[config.mk]
export PLATFORM = sky130hd
export DESIGN_NAME = fetch_sequencer_flat
export DESIGN_NICKNAME = d
export VERILOG_FILES = /design/src/rtl/fetch_sequencer_pkg.sv /design/src/rtl/fetch_sequencer_if.sv /design/src/rtl/fetch_sequencer_branch_lut.sv /design/src/rtl/fetch_sequencer.sv /design/src/flat_wrapper.sv
export SDC_FILE = /design/constraint.sdc
export NUM_CORES = 1
export LEC_CHECK = 0
export CORE_ASPECT_RATIO = 1.1
export CORE_MARGIN = 1
export CORE_UTILIZATION = 51
export DETAILED_ROUTE_END_ITERATION = 8
export PLACE_DENSITY_LB_ADDON = 0.2
export SLEW_MARGIN = 5
export SYNTH_ARGS = -nofsm -noshare
export SYNTH_HDL_FRONTEND = slang
export SYNTH_SLANG_ARGS = --single-unit
[constraint.sdc]
create_clock -name clk -period 2.7 [get_ports clk]
set_input_delay 0.405 -clock clk [delete_from_list [all_inputs] [get_ports clk]]
set_output_delay 0.405 -clock clk [all_outputs]
set_load 0.01 [all_outputs]
[src/rtl/fetch_sequencer_pkg.sv]
// Shared types and constants for the instruction fetch sequencer.
// The branch-target table is fixed at build time; retargeting a program means editing it here.
package fetch_sequencer_pkg;

  typedef enum logic [1:0] {
    IDLE = 2'd0,
    RUN  = 2'd1,
    HALT = 2'd2
  } fetch_state_t;

  localparam int LUT_AW      = 10;
  localparam int NUM_TARGETS = 8;

  localparam logic [LUT_AW-1:0] BRANCH_LUT [NUM_TARGETS] = '{
    10'd0, 10'd4, 10'd8, 10'd16, 10'd32, 10'd64, 10'd128, 10'd256
  };

endpackage

[src/rtl/fetch_sequencer_if.sv]
// Bus between the fetch sequencer (master) and the Start/Done, ROM and decoder
// environment (slave).
interface fetch_sequencer_if #(
  parameter int A     = 10,
  parameter int W     = 9,
  parameter int CYC_W = 16
);
  logic             start;
  logic             stall;
  logic [W-1:0]     inst_out;
  logic             branch_en;
  logic             branch_taken;
  logic [2:0]       target_sel;
  logic [A-1:0]     inst_address;
  logic             inst_valid;
  logic             done;
  logic [CYC_W-1:0] cycle_count;

  modport master (
    input  start, stall, inst_out, branch_en, branch_taken, target_sel,
    output inst_address, inst_valid, done, cycle_count
  );

  modport slave (
    output start, stall, inst_out, branch_en, branch_taken, target_sel,
    input  inst_address, inst_valid, done, cycle_count
  );
endinterface

[src/rtl/fetch_sequencer_branch_lut.sv]
// Combinational branch-target lookup: 3-bit selector to an A-bit ROM address.
module fetch_sequencer_branch_lut
  import fetch_sequencer_pkg::*;
#(
  parameter int A = 10
) (
  input  logic [2:0]   target_sel,
  output logic [A-1:0] target
);

  assign target = A'(BRANCH_LUT[target_sel]);

endmodule

[src/rtl/fetch_sequencer.sv]
// Program-counter / fetch controller: sequential fetch, LUT branches, stall hold,
// stop on the all-ones halt word, with a saturating count of RUN cycles.
//
// state | meaning
// IDLE  | after reset; outputs hold until Start
// RUN   | fetching; InstOut at InstAddress is live
// HALT  | halt word seen; Done high, PC and count frozen until Start/Reset
module fetch_sequencer
  import fetch_sequencer_pkg::*;
#(
  parameter int A          = 10,
  parameter int W          = 9,
  parameter int START_ADDR = 0,
  parameter int CYC_W      = 16
) (
  input  logic           clk,
  input  logic           reset,
  fetch_sequencer_if.master bus
);

  localparam logic [W-1:0] HALT_WORD = '1;

  fetch_state_t state;
  logic [A-1:0] branch_target;

  fetch_sequencer_branch_lut #(.A(A)) u_branch_lut (
    .target_sel (bus.target_sel),
    .target     (branch_target)
  );

  assign bus.inst_valid = (state == RUN);

  always_ff @(posedge clk) begin
    if (reset) begin
      state            <= IDLE;
      bus.inst_address <= A'(START_ADDR);
      bus.done         <= 1'b0;
      bus.cycle_count  <= '0;
    end else if (bus.start) begin
      state            <= RUN;
      bus.inst_address <= A'(START_ADDR);
      bus.done         <= 1'b0;
      bus.cycle_count  <= '0;
    end else begin
      case (state)
        RUN: begin
          // Halt and stall edges still count as RUN cycles.
          if (bus.cycle_count != '1)
            bus.cycle_count <= bus.cycle_count + CYC_W'(1);
          if (bus.inst_out == HALT_WORD) begin
            state    <= HALT;
            bus.done <= 1'b1;
          end else if (bus.stall) begin
            bus.inst_address <= bus.inst_address;
          end else if (bus.branch_en && bus.branch_taken) begin
            bus.inst_address <= branch_target;
          end else begin
            bus.inst_address <= bus.inst_address + A'(1);
          end
        end
        HALT: begin
          bus.done <= 1'b1;
        end
        default: begin
          state <= state;
        end
      endcase
    end
  end

endmodule
[src/flat_wrapper.sv]
// flat-port wrapper written by rule: the top's interface ports become plain ports
module fetch_sequencer_flat import fetch_sequencer_pkg::*;
#(
  parameter int A          = 10,
  parameter int W          = 9,
  parameter int START_ADDR = 0,
  parameter int CYC_W      = 16
)
  (clk, reset, bus_start, bus_stall, bus_inst_out, bus_branch_en, bus_branch_taken, bus_target_sel, bus_inst_address, bus_inst_valid, bus_done, bus_cycle_count);
  fetch_sequencer_if #(.A(A), .W(W), .CYC_W(CYC_W)) bus_i ();
  input  logic clk;
  input  logic reset;
  input wire logic [$bits(bus_i.start)-1:0] bus_start;
  input wire logic [$bits(bus_i.stall)-1:0] bus_stall;
  input wire logic [$bits(bus_i.inst_out)-1:0] bus_inst_out;
  input wire logic [$bits(bus_i.branch_en)-1:0] bus_branch_en;
  input wire logic [$bits(bus_i.branch_taken)-1:0] bus_branch_taken;
  input wire logic [$bits(bus_i.target_sel)-1:0] bus_target_sel;
  output wire logic [$bits(bus_i.inst_address)-1:0] bus_inst_address;
  output wire logic [$bits(bus_i.inst_valid)-1:0] bus_inst_valid;
  output wire logic [$bits(bus_i.done)-1:0] bus_done;
  output wire logic [$bits(bus_i.cycle_count)-1:0] bus_cycle_count;
  assign bus_i.start = bus_start;
  assign bus_i.stall = bus_stall;
  assign bus_i.inst_out = bus_inst_out;
  assign bus_i.branch_en = bus_branch_en;
  assign bus_i.branch_taken = bus_branch_taken;
  assign bus_i.target_sel = bus_target_sel;
  assign bus_inst_address = bus_i.inst_address;
  assign bus_inst_valid = bus_i.inst_valid;
  assign bus_done = bus_i.done;
  assign bus_cycle_count = bus_i.cycle_count;
  fetch_sequencer #(.A(A), .W(W), .START_ADDR(START_ADDR), .CYC_W(CYC_W)) u_core (.clk(clk), .reset(reset), .bus(bus_i));
endmodule
Yosys cells after proc, flatten, opt, wreduce, memory -nomap -nowiden --
Memory sizes are Yosys's and may differ from the RTL's. Cells that the tools add are included.
Word-level totals: word-level logic and storage cells 35, memories 1, bits in read-only memories 80, register bits 29, output and inout port bits 28
Memory list:
- (no name shown) | depth 8, width 10, rd ports 1, clocked after Yosys merged registers in 0, wr ports 0, line fetch_sequencer_branch_lut.sv:11 | assign target = A'(BRANCH_LUT[target_sel]);
Operators by class: reductions and logical operators 10, eq/ne operators 5, add/sub/neg operators 2, multiplexer cells 8, magnitude comparators 1, bitwise gates (word level) 3
Operators by type and width (number):
- 2-to-1 mux 10 bit | 3
- adder 16 x 1 -> 16 bit, second input constant | 1
- inequality test 16 bit, second input constant | 1
- adder 10 x 1 -> 10 bit, second input constant | 1
- == test 9 bit, second input constant | 1
- AND reduction 2 bit | 4
- nonzero test 2 bit | 3
- >= comparator 4 bit, second input constant | 1
- 2-to-1 mux 1 bit | 4
- inverter 3 -> 4 bit | 1
- AND reduction 3 bit | 1
- == test 2 x 1 -> 1 bit, second input constant | 1
- == test 2 bit, second input constant | 1
- inequality test 2 x 1 -> 1 bit, second input constant | 1
- inverter 1 bit | 2
- case mux 1 bit (2 select lines) | 1
- OR reduction 2 bit | 1
- logical AND 1 bit | 1

Depth between registers and ports, before layout --
Gate-level depths: netlist of the first run.
word-level depth 5, depth in mapped cells 5

By module --
Synthesis of the first run repeated with hierarchy kept, for this count alone.
Unflattened totals: cell total of the unflattened synthesis 210, area total of the unflattened synthesis 1699.1 um^2
By module, submodules not included:
- fetch_sequencer | area each 1612.8 um^2, instances 1, seq. area each 580.6 um^2, cells each 199
- fetch_sequencer_branch_lut | area each 86.3 um^2, instances 1, seq. area each 0.0 um^2, cells each 11

Worst setup path after synthesis of the first run --
OpenSTA, ideal clock, no wires.
path kind reg2reg, from reg u_core.bus.cycle_count[0], to reg u_core.bus.cycle_count[10], cell stages (with the launch flop) 6, path slack 1.028 ns, period minus slack after synthesis 1.672 ns, data arrival time 1.601 ns, library setup time 0.070 ns, cells stage by stage dfxtp_1 -> ha_1 -> and3b_2 -> nand2_1 -> or4_1 -> a21oi_1
Between the ends: longest elaborated chain between the ends 2
Ends and longest elaborated chain:
- start, declared | line fetch_sequencer_if.sv:21 | output inst_address, inst_valid, done, cycle_count
- start signal, assigned | line fetch_sequencer.sv:49 | bus.cycle_count <= bus.cycle_count + CYC_W'(1);
- parallel branches: the longest is 2 deep, another holds adder 16 x 1 -> 16 bit
Several ways; the timed one is not identified. A chain may end at the register's enable or synchronous reset.

Worst setup path after layout of the first run --
from reg u_core.state[1], to out bus_inst_valid
Between the ends: longest elaborated chain between the ends 1
Ends and longest elaborated chain:
- start, declared | line fetch_sequencer.sv:23 | fetch_state_t state;
- start signal, assigned | line fetch_sequencer.sv:65 | state <= state;
- == test 2 x 1 -> 1 bit | line fetch_sequencer.sv:31 | assign bus.inst_valid = (state == RUN);
- end, declared | line flat_wrapper.sv:20 | output wire logic [$bits(bus_i.inst_valid)-1:0] bus_inst_valid;
No other way between the ends.

==> metrics.csv, run 1 <==
metric,value,unit
cts_tree,yes,
rsz0062_at_grt,false,
num_antenna_cells,0,
final.period_utilization,71.6,%
cts.clk_slew.worst_paths,80,ps
leakage,0.686,nW
ys_ff_latch,29,
final_max_slew_viol_count,0,
io_pins,46,
synth_area,0.00160,sq mm
place_ws,669,ps
hold_viol_final,0,
numCtsBuffers,5,
hold_buffers,0,
first_global_vias,1628,
place.detailed.hpwl,3090,um
fin_cells,276,
yosys_warnings,0,
fp.dieH,60.8,um
synth_fp_nets,215,
post_route_cells_drive_above_1_share,7.82,%
final_nets,262,
power_density,362,mW/mm^2
vias,1762,
post_cts.repair.setup_buffers,0,
ys.flop_type,dfxtp_1,
drt_iter0_drc,71,
ant_nets,0,
ir_worst_vdd,0.299,mV
setup_viol,0,
viasPerCell,6.38,
hp-start,u_core.bus.inst_address[9]$_SDFFE_PP0P_,
cp-end-kind,primary output,
io_buffers,45,
place.gp.congestion,0.861,
clock_latency,330,ps
cp.arrival,1530,ps
cts.sinks,29,
yosysSeqAreaShare,36.3,%
syn_inst,195,
die_w,55.4,um
yosys.cell_count.top_type,dfxtp_1,
dp_cells,268,
timing.final.ws_setup,767,ps
synthArstFlopShare,0,%
yosysTopAreaCell,dfxtp_1,
slew_headroom,66.5,%
clock-root-buffer,clkbuf_4,
postLayoutCellArea,0.00213,sq mm
grt_pass1_wl,6840,um
setup.worst_path.start,u_core.state[1]$_SDFFE_PP0P_,
yosys-top-cells-count,"29 x dfxtp_1, 19 x a21oi_1, 16 x nand2_1, 16 x nor2_1, 13 x nand3_1",
status,"complete, no violations",
fin_crit,1930,ps
worstMarginPinSlew,499,ps
fin_util,74.0,%
row_count,20,
worstReg2RegStart,u_core.bus.cycle_count[0]$_SDFFE_PP0P_,
wl_per_cell,15.5,um
overflow,0,
cp.required,2300,ps
postPlaceCellArea,0.00208,sq mm
drcViolationCount,0,
cap_viol_max_count,0,
drt_wl_total,4270,um
synth_top_area_share,36.3,%
worst-setup-path-type,flop to primary output,
worstSetupStartpointType,flop,
clk_path_buf_depth,2,
hold_path.class,flop to flop,
dieArea,0.00337,sq mm
core_area,0.00288,sq mm
setup_tns,0,ps
synthTopCellsByArea,"dfxtp_1 36%, a21oi_1 5.9%, nand3_1 4.1%",
htree_num_levels,2,
grt_max_degree,25,
cts_resized,0,
crit_fanout,8,
syn_to_final_growth,33.0,%
antenna_found_initial,0,
drt_first_pass_iters,4,
initial_core_util,55.6,%
synth_edf_count,0,
finClkSkew,8.72,ps
grt_use_total,25.8,%
fmax,0.517,GHz
netlist-cell-type-count,47,
post_synth.cell_area_avg,8.21,sq um
[critical path: stages, from the launching register on]
cell,delay [ps]
dfxtp_1,380
nand2b_1,190
inv_1,90
clkdlybuf4s50_1,530
[layout by cell type (no fill, tap or decap), types with 5 or more instances in the layout]
master / instances
dfxtp_1: 29
nand2_1: 16
o21ai_0: 11
clkbuf_4: 5
inv_1: 5
or4_1: 5
clkdlybuf4s50_1: 45
nor3_1: 11
nor2_1: 16
nand3_1: 13
a21oi_1: 19
[kinds of logic after synthesis]
group / count (synthesis) / share of synthesized area, %
and+or+nand+nor: 90 / 31.4
buffers and inverters: 12 / 2.89
adders and majority gates: 2 / 1.56
xor gates and xnor gates: 3 / 1.64
AOI/OAI and AO/OA: 59 / 26.2
DFF: 29 / 36.3
[report_power, final]
group / switching (W) / total (W) / leakage (nW) / internal, W
registers: 0.00000407 / 0.000434 / 0.234 / 0.000430
clock network: 0.000154 / 0.000258 / 0.0265 / 0.000104
logic: 0.0000386 / 0.0000788 / 0.425 / 0.0000403
total: 0.000197 / 0.000771 / 0.686 / 0.000574
[routing by layer]
layer	share of wire [%]	vias to the layer above	GRT usage [%]
met5	0	-	0
met4	1.1	0	15.4
li1	-	856	-
met2	53	76	47.7
met3	5.6	6	6.61
met1	40	824	27.2
[stage by stage]
| stage | hold slack (ps) | power, W |
|---|---|---|
| 2_1_floorplan | 477 | 0.000479 |
| 3_3_place_gp | 483 | 0.000518 |
| 3_5_place_dp | 497 | 0.000522 |
| 4_1_cts | 516 | 0.000771 |
| 5_1_grt | 538 | 0.000793 |
| 6_report | 520 | 0.000771 |
[final cells by class]
type	count	area [sq um]
clock buffer	8	48.8
fill	229	749
inverter	5	18.8
multi-input combinational	154	973
sequential	29	581
tap	33	41.3
timing repair buffer	47	465
[flip-flops by register name, indices dropped and copies added, names as in the netlist]
register,flops
u_core.bus.cycle_count,16
u_core.bus.done,1
u_core.bus.inst_address,10
u_core.state,2
[final timing paths]
path                                             end  slack [ps]  cells after the start
max                                   bus_inst_valid         770                      3
min          u_core.bus.inst_address[9]$_SDFFE_PP0P_         520                      2
max reg2reg  u_core.bus.cycle_count[10]$_SDFFE_PP0P_         900                      5
min reg2reg  u_core.bus.inst_address[9]$_SDFFE_PP0P_         520                      2
(Power assumes the default switching activity.)
==> run 2: changes to the inputs <==
--- a/config.mk
+++ b/config.mk
@@ -7,7 +7,7 @@
 export LEC_CHECK = 0
 export CORE_ASPECT_RATIO = 1.1
 export CORE_MARGIN = 1
-export CORE_UTILIZATION = 51
+export CORE_UTILIZATION = 47
 export DETAILED_ROUTE_END_ITERATION = 8
 export PLACE_DENSITY_LB_ADDON = 0.2
 export SLEW_MARGIN = 5
==> constraint.sdc (replaced) <==
create_clock -name clk -period 2 [get_ports clk]
set_input_delay 0.3 -clock clk [delete_from_list [all_inputs] [get_ports clk]]
set_output_delay 0.3 -clock clk [all_outputs]
set_load 0.01 [all_outputs]
==> metrics.csv, run 2 (same netlist as run 1, synthesis figures left out) <==
metric,value,unit,change
status,"finished, violations left",,
violations,design-rule violations,,
viasPerCell,6.04,,-5.4%
cp.arrival,1530,ps,about the same
final_nets,265,,+1.1%
initial_core_util,50.8,%,-4.9 points
holdWs,516,ps,-3.55 ps
cts.clk_slew.worst_paths,90,ps,about the same
postLayoutCellArea,0.00215,sq mm,+1.2%
layout_common_cells,"45 x clkdlybuf4s50_1, 29 x dfxtp_1, 19 x a21oi_1",,
reg_top3,"u_core.bus.cycle_count (16), u_core.bus.inst_address (10), u_core.state (2)",,
setup_viol,0,,unchanged
die_w,57.6,um,+4.0%
vias,1691,,-4.0%
fmax,0.547,GHz,
row_count,21,,+5.0%
drcViolationCount,2,,+2
final_max_slew_viol_count,0,,unchanged
final.period_utilization,91.4,%,
largest_reg_flops,16,,unchanged
drt_first_pass_iters,6,,+2
ant_nets,0,,unchanged
rsz0062_at_grt,false,,
cp.required,1700,ps,-600 ps
power_density,481,mW/mm^2,+33%
finClkSkew,17.1,ps,+8.39 ps
dieArea,0.00364,sq mm,+8.2%
clk_path_buf_depth,2,,unchanged
wl_per_cell,13.5,um,-13%
cts_tree,yes,,
io_buffers,45,,unchanged
whs_path_depth,2,,unchanged
cp-end-kind,primary output,,
drt_wl_total,3790,um,-11%
numCtsBuffers,5,,unchanged
hold_buffers,0,,unchanged
hold_path.class,flop to flop,,
core_area,0.00315,sq mm,+9.6%
antenna_found_initial,0,,unchanged
timing.final.ws_setup,171,ps,-596 ps
dp_cells,272,,+1.5%
grt_max_degree,20,,-20%
regMostFlops,u_core.bus.cycle_count,,
post_cts.repair.setup_buffers,0,,unchanged
place_ws,45.0,ps,-623 ps
crit_fanout,8,,unchanged
worstMarginPinSlew,460,ps,-39.3 ps
place.detailed.hpwl,2770,um,-10%
num_antenna_cells,0,,unchanged
cts_resized,0,,unchanged
cap_viol_max_count,0,,unchanged
clock_latency,330,ps,about the same
first_global_vias,1531,,-6.0%
hold_viol_final,0,,unchanged
fin_crit,1830,ps,
worstSetupStartpointType,flop,,
drt_iter0_drc,86,,+21%
ir_worst_vdd,0.307,mV,+2.9%
clock-root-buffer,clkbuf_4,,
grt_use_total,22.7,%,-3.1 points
nFillCells,274,,+20%
cts.sinks,29,,unchanged
grt_pass1_wl,6610,um,-3.3%
setup_tns,0,ps,unchanged
reg2reg_depth,5,,unchanged
mostFrequentLayoutCell,clkdlybuf4s50_1,,
io_pins,46,,unchanged
worst-setup-path-type,flop to primary output,,
leakage,0.704,nW,+2.7%
postPlaceCellArea,0.00210,sq mm,+1.1%
slew_headroom,69.1,%,+2.6 points
overflow,0,,unchanged
place.gp.congestion,0.783,,-9.0%
htree_num_levels,2,,unchanged
fp.dieH,63.2,um,+4.0%
syn_to_final_growth,34.6,%,
fin_cells,280,,+1.4%
post_route_cells_drive_above_1_share,9.76,%,+1.9 points
## run 2: final cells by class
cell class / count / area (sq um) / area share (%)
clock buffers: 6 / 41.3 / 1.92
inverters: 5 / 18.8 / 0.871
clock inverters: 2 / 10.0 / 0.465
well taps: 34 / 42.5 / 1.97
flip-flops and latches: 29 / 581 / 26.9
repair buffers: 50 / 488 / 22.6
multi-input cells: 154 / 973 / 45.2
## run 2: where the power goes
part / total, W / switching [W] / internal [W] / leakage (nW)
Sequential: 0.000586 / 0.00000537 / 0.000580 / 0.234
Clock: 0.000342 / 0.000208 / 0.000134 / 0.0320
Combinational: 0.000108 / 0.0000509 / 0.0000573 / 0.438
Total: 0.00104 / 0.000264 / 0.000771 / 0.704
## run 2: path summary, 6_finish.rpt
| kind | start | end | slack, ps |
|---|---|---|---|
| setup / recovery | u_core.state[1]$_SDFFE_PP0P_ | bus_inst_valid | 170 |
| hold / removal | u_core.bus.inst_address[9]$_SDFFE_PP0P_ | u_core.bus.inst_address[9]$_SDFFE_PP0P_ | 520 |
| setup reg to reg | u_core.bus.cycle_count[0]$_SDFFE_PP0P_ | u_core.bus.cycle_count[10]$_SDFFE_PP0P_ | 200 |
| hold reg to reg | u_core.bus.inst_address[9]$_SDFFE_PP0P_ | u_core.bus.inst_address[9]$_SDFFE_PP0P_ | 520 |
## run 2: worst max-delay path: stages (launching register included)
cell and delay, ps:
dfxtp_1 380, nand2b_1 180, inv_1 100, clkdlybuf4s50_1 540
## run 2: per-layer routing
layer / wire length (um) / vias up / part of all wire (%) / global-route usage [%]
li1: - / 856 / - / -
met1: 1690 / 764 / 45 / 27.7
met2: 1820 / 62 / 48 / 37.6
met3: 210 / 9 / 5.5 / 5.95
met4: 68 / 0 / 1.8 / 8.84
met5: 0 / - / 0 / 0
## run 2: through the flow
step	power, W	util (%)
final	0.00104	68.3
after CTS	0.00105	68.3
after global routing	0.00109	68.3
after floorplan	0.000646	-
after global placement	0.000705	66.7
after detailed placement	0.000707	66.7
